<file path="config.mk">
export PLATFORM = sky130hd
export DESIGN_NAME = rw_4x4_ctrl
export DESIGN_NICKNAME = d
export VERILOG_FILES = /design/src/rtl/rw_4x4_ctrl.sv
export SDC_FILE = /design/constraint.sdc
export NUM_CORES = 1
export LEC_CHECK = 0
export CAP_MARGIN = 20
export CORE_UTILIZATION = 29
export DETAILED_ROUTE_END_ITERATION = 6
export GPL_ROUTABILITY_DRIVEN = 0
export SYNTH_ARGS = -nofsm -noshare
export SYNTH_HDL_FRONTEND = slang
export SYNTH_SLANG_ARGS = --single-unit
</file>
<file path="constraint.sdc">
create_clock -name clk -period 1.6 [get_ports clk]
set_input_delay 0.32 -clock clk [delete_from_list [all_inputs] [get_ports clk]]
set_output_delay 0.32 -clock clk [all_outputs]
set_load 0.05 [all_outputs]
</file>
<file path="src/rtl/rw_4x4_ctrl.sv">
// rw_4x4_ctrl
// Sequences single-word reads and writes to a 4-word x 4-bit asynchronous RAM
// on behalf of a valid/ready requester.
//
// Write timing: address and data are set up for one cycle with WE low.
// WE is then pulsed for WR_PULSE cycles. Address and data are held for one
// more cycle with WE low. No response is returned for a write.
//
// Read timing: address is set up for one cycle. The RAM output settles for
// RD_WAIT cycles. The data is then captured and presented on the response
// channel until it is taken.
//
// Every output is a flop, so no input reaches an output combinationally.
//
// Ports:
//   clk          - clock, rising edge active
//   rst_n        - asynchronous active-low reset
//   req_valid    - requester presents an access
//   req_ready    - controller is idle and can accept an access
//   req_we       - 1 = write, 0 = read
//   req_addr     - word address
//   req_wdata    - write data
//   rsp_valid    - read data is available
//   rsp_ready    - requester takes the read data
//   rsp_rdata    - read data
//   mem_address  - RAM address
//   mem_we       - RAM write enable
//   mem_data_in  - RAM write data
//   mem_data_out - RAM read data
module rw_4x4_ctrl #(
  parameter int unsigned WR_PULSE = 1,
  parameter int unsigned RD_WAIT  = 1
) (
  input  logic       clk,
  input  logic       rst_n,
  input  logic       req_valid,
  output logic       req_ready,
  input  logic       req_we,
  input  logic [1:0] req_addr,
  input  logic [3:0] req_wdata,
  output logic       rsp_valid,
  input  logic       rsp_ready,
  output logic [3:0] rsp_rdata,
  output logic [1:0] mem_address,
  output logic       mem_we,
  output logic [3:0] mem_data_in,
  input  logic [3:0] mem_data_out
);

  typedef enum logic [2:0] {
    IDLE  = 3'd0,
    SETUP = 3'd1,
    PULSE = 3'd2,
    HOLD  = 3'd3,
    WAIT  = 3'd4,
    RESP  = 3'd5
  } state_t;

  // Each counter is loaded with "cycles - 1" and the state is left when it reaches zero.
  localparam logic [3:0] PULSE_LAST = 4'(WR_PULSE - 1);
  localparam logic [3:0] WAIT_LAST  = 4'(RD_WAIT - 1);

  state_t     state;
  state_t     state_next;
  logic [3:0] cnt;
  logic [3:0] cnt_next;
  logic       is_write;
  logic       is_write_next;
  logic [1:0] addr_next;
  logic [3:0] wdata_next;
  logic [3:0] rdata_next;
  logic       ready_next;
  logic       we_next;
  logic       valid_next;

  // Next-state, datapath and output decode. The outputs are derived from the
  // next state so that the registered outputs line up with the state they describe.
  always_comb begin
    state_next    = state;
    cnt_next      = cnt;
    is_write_next = is_write;
    addr_next     = mem_address;
    wdata_next    = mem_data_in;
    rdata_next    = rsp_rdata;

    case (state)
      IDLE: begin
        // req_ready is a flop that is 1 only while in IDLE, and it is 0 in the first cycle after reset.
        if (req_valid && req_ready) begin
          state_next    = SETUP;
          is_write_next = req_we;
          addr_next     = req_addr;
          wdata_next    = req_wdata;
        end else begin
          state_next = IDLE;
        end
      end
      SETUP: begin
        if (is_write) begin
          state_next = PULSE;
          cnt_next   = PULSE_LAST;
        end else begin
          state_next = WAIT;
          cnt_next   = WAIT_LAST;
        end
      end
      PULSE: begin
        if (cnt == 4'd0) begin
          state_next = HOLD;
        end else begin
          cnt_next = cnt - 4'd1;
        end
      end
      HOLD: begin
        state_next = IDLE;
      end
      WAIT: begin
        if (cnt == 4'd0) begin
          state_next = RESP;
          rdata_next = mem_data_out;
        end else begin
          cnt_next = cnt - 4'd1;
        end
      end
      RESP: begin
        if (rsp_ready) begin
          state_next = IDLE;
        end else begin
          state_next = RESP;
        end
      end
      default: begin
        state_next = IDLE;
      end
    endcase

    ready_next = (state_next == IDLE);
    we_next    = (state_next == PULSE);
    valid_next = (state_next == RESP);
  end

  // State, counter, latched request and registered outputs.
  // Reset clears all of them asynchronously, which forces WE low at once.
  always_ff @(posedge clk or negedge rst_n) begin
    if (!rst_n) begin
      state       <= IDLE;
      cnt         <= 4'd0;
      is_write    <= 1'b0;
      req_ready   <= 1'b0;
      rsp_valid   <= 1'b0;
      rsp_rdata   <= 4'd0;
      mem_we      <= 1'b0;
      mem_address <= 2'd0;
      mem_data_in <= 4'd0;
    end else begin
      state       <= state_next;
      cnt         <= cnt_next;
      is_write    <= is_write_next;
      req_ready   <= ready_next;
      rsp_valid   <= valid_next;
      rsp_rdata   <= rdata_next;
      mem_we      <= we_next;
      mem_address <= addr_next;
      mem_data_in <= wdata_next;
    end
  end

endmodule

</file>
==> run summary <==
The clock-pin slew reported for the worst setup and hold paths after clock tree synthesis was 0.12 ns. The tools report the number of max-slew violations in the final report as 0. The die covers 0.00373 mm². The logs give 0 for the DRC violation count after routing and 0.609 GHz for the maximum clock frequency. For the worst setup path, the data required time is 1.85 ns. By instance count, the leading cell after synthesis is dfrtp_1. The worst pin sits at a relative slew slack of 68.6%.

For the number of placed instances, taps included, the log shows 175. Prior to clock tree synthesis, the placed netlist has a worst setup slack of -0.0766 ns. TritonCTS built the clock tree. For this block, the initial DRC count from the detailed router was 18. Time the worst path needs with I/O delays and setup: 1.64 ns.

The number of clock buffers added by TritonCTS is 3. The class of the most critical setup path is register to register. The site row count was 21; the number of endpoints failing setup at the final stage was 4. With fillers left out, the area of the finished cells amounts to 0.00149 mm². For the count of boundary I/O pins, the log shows 28. Clock tree synthesis selected as its root buffer the cell clkbuf_4. The final antenna-violating net count is 0, and the area share of the leading cell type in the synthesized netlist is 51.9%.

The run finished, with violations left. The detailed-router iteration count before antenna repair is 3. For the pin with the worst max-slew slack, the measured transition is 0.468 ns. Setup repair after global routing could not meet its margin everywhere. The highest net fanout along the worst path was 3; the cell area after placement was 0.00142 mm². The largest net degree at the start of global routing came out at 22. The logs give 107 for the total nets after synthesis and 30.3% for the starting density of the core. The die width came out at 61.1 µm. The number of cells on the worst reg-to-reg path is 7. The average detailed-routed wire length per instance was 12.8 µm. The count of cell types in the netlist came out at 28.

The tools report the number of global-route vias before repair as 876. After floorplanning, the core was sized to cover 0.00334 mm². The static power due to leakage was 0.000681 µW. The biggest area consumer among synthesized cells was dfrtp_1. Summed over all failing endpoints, the final setup total negative slack is -0.0804 ns.

For this run, the post-layout net count is 152. The wire length of the first global-routing pass is 4.04 mm, and the number of synthesized flops with an enable pin is 0. The final clock period utilization by the worst path came out at 103%. The synthesized design contains 21 register bits.

The fraction of layout instances using a drive strength above 1 is 38.5%. Sequential elements use 51.9% of the synthesized area. The routed wire length is 2.31 mm.

Detailed placement ended at an HPWL of 1.75 mm. The tools report the smallest setup slack after layout as -0.0417 ns. The power per cell area came out at 1800 mW/mm². STA classifies the critical path endpoint as a register. The mapped netlist covers 0.00101 mm². The number of I/O port buffers works out to 27.

In the routed layout, each cell is associated on average with a via count of 4.75. The all-layer global routing usage came out at 15.0%. Counting instances in the post-synthesis netlist gives the leading cell types as dfrtp_1, mux2_2, nor2b_1. The logs give 859 for the routed via count and 2 for the maximum clock insertion buffer count. Across the run, the number of max-cap violations was 0. The share of async-settable or async-resettable flops after synthesis came out at 100%.

For the initial antenna violation count, the log shows 0. Number of endpoints with negative hold slack in the final report: 0. The type of the tightest min-delay check is input port to async pin. The final reports fail on setup timing. The floorplan die height works out to 61.1 µm. For the yosys synthesis warning count, the log shows 0. For this run, the number of standard cells in the final layout without fillers is 181. The count of antenna diodes in the layout was 0; the number of standard cells after synthesis was 91. For the endpoint arrival time on the critical path, the log shows 1.89 ns. Depth of the CTS H-tree: 1. The worst-case IR drop observed on VDD is 0.974 mV. For the clock tree skew after final layout, the log shows 0.00320 ns.

The total congestion overflow is 0. Sorting the synthesized cells by area gives the leading types as dfrtp_1, mux2_2, nor2b_1. The post-synthesis to final-layout area growth came out at 46.8%.

The clock net in this run drives a total of 21 sinks. The tools report the nature of the critical path startpoint as a register. The mean area per synthesized cell came out at 11.1 µm².

After filler insertion, the fill cell instance count of the layout stands at 334. The most used flip-flop cell after synthesis is dfrtp_1. For the worst-skew pair, the clock arrives at the later sink with an insertion delay of 0.31 ns.
[cell type report]
class	instances	area (µm²)	share of cell area [%]
inverter	5	18.8	1.26
sequential	21	526	35.4
tap	46	57.6	3.87
timing repair buffer	44	385	25.9
multi-input combinational	61	473	31.8
clock buffer	4	26.3	1.77
[registers in the layout (all words and copies together), names as in the netlist]
signal,count
is_write,1
state,3
mem_we,1
cnt,4
req_ready,1
mem_address,2
mem_data_in,4
rsp_valid,1
rsp_rdata,4
[cell families (layout without fill, tap and decap cells)]
family          Yosys count  in the layout  share of synthesized area, %
mux                      11             11                          12.2
buf+inv                   9             53                          3.46
flops                    21             21                          51.9
compound gates           19             19                          12.2
simple gates             29             29                          17.9
fa+ha+maj                 2              2                          2.22
[placed cells by master (no fill, tap or decap), types with 2 or more instances in the layout]
cell type	n
clkbuf_4	3
nor2_1	3
dfrtp_1	21
o21ai_1	2
nand2b_1	2
nor3_1	3
clkdlybuf4s50_1	14
mux2_2	10
a31oi_1	3
nand3_1	4
nand2_1	4
buf_6	2
nor2b_1	5
o21ai_0	3
buf_4	27
a21oi_1	5
o221ai_1	2
inv_1	4
[critical path, cell delays in order, from the launching register on]
cell      delay [ns]
dfrtp_1         0.41
inv_2           0.06
ha_2            0.16
or3b_4          0.38
buf_6           0.13
a32oi_1         0.17
o221ai_1        0.13
a21oi_1         0.13
[metrics by stage]
stage / util, % / power (µW) / hold WS (ns)
finish: 44.5 / 2680 / 0.345
global route: 44.5 / 2840 / 0.370
floorplan: - / 1840 / 0.0244
global placement: 42.5 / 2350 / 0.489
detailed placement: 42.5 / 2400 / 0.501
CTS: 43.9 / 2670 / 0.353
[per-layer routing]
metal	global-route usage (%)	vias up	part of all wire, %	routed length [µm]
li1	-	419	-	-
met1	19.0	421	44	1010
met2	25.2	15	52	1190
met3	3.15	4	3.2	75
met4	5.84	0	1.5	34
met5	0	-	0	0
[repair_timing]
item | 4_1_cts | 5_1_grt
setup buffers | 2 | 0
gates resized for setup | 4 | 5
pin swaps | 5 | 4
hold buffers | 0 | 0
gates cloned | 0 | 0
setup endpoints to repair | 4 | 9
[power by group]
group          switching, µW  internal [µW]  total [µW]  leakage [µW]
clock network            170           97.5         267     0.0000150
registers                136            729         865      0.000268
logic                    933            610        1540      0.000399
total                   1240           1440        2680      0.000681
[final timing paths]
path	start	endpoint	slack (ns)
min in group clk	mem_data_in[0]$_DFFE_PN0N_	mem_data_in[0]$_DFFE_PN0N_	0.53
setup reg to reg	cnt[1]$_DFFE_PN0P_	cnt[1]$_DFFE_PN0P_	-0.04
setup / recovery	cnt[1]$_DFFE_PN0P_	cnt[1]$_DFFE_PN0P_	-0.04
hold reg to reg	mem_data_in[0]$_DFFE_PN0N_	mem_data_in[0]$_DFFE_PN0N_	0.53
max in group asynchronous	rst_n	state[1]$_DFF_PN0_	1.04
hold / removal	rst_n	cnt[2]$_DFFE_PN0P_	0.35
Power figures use the tool's default switching activity.
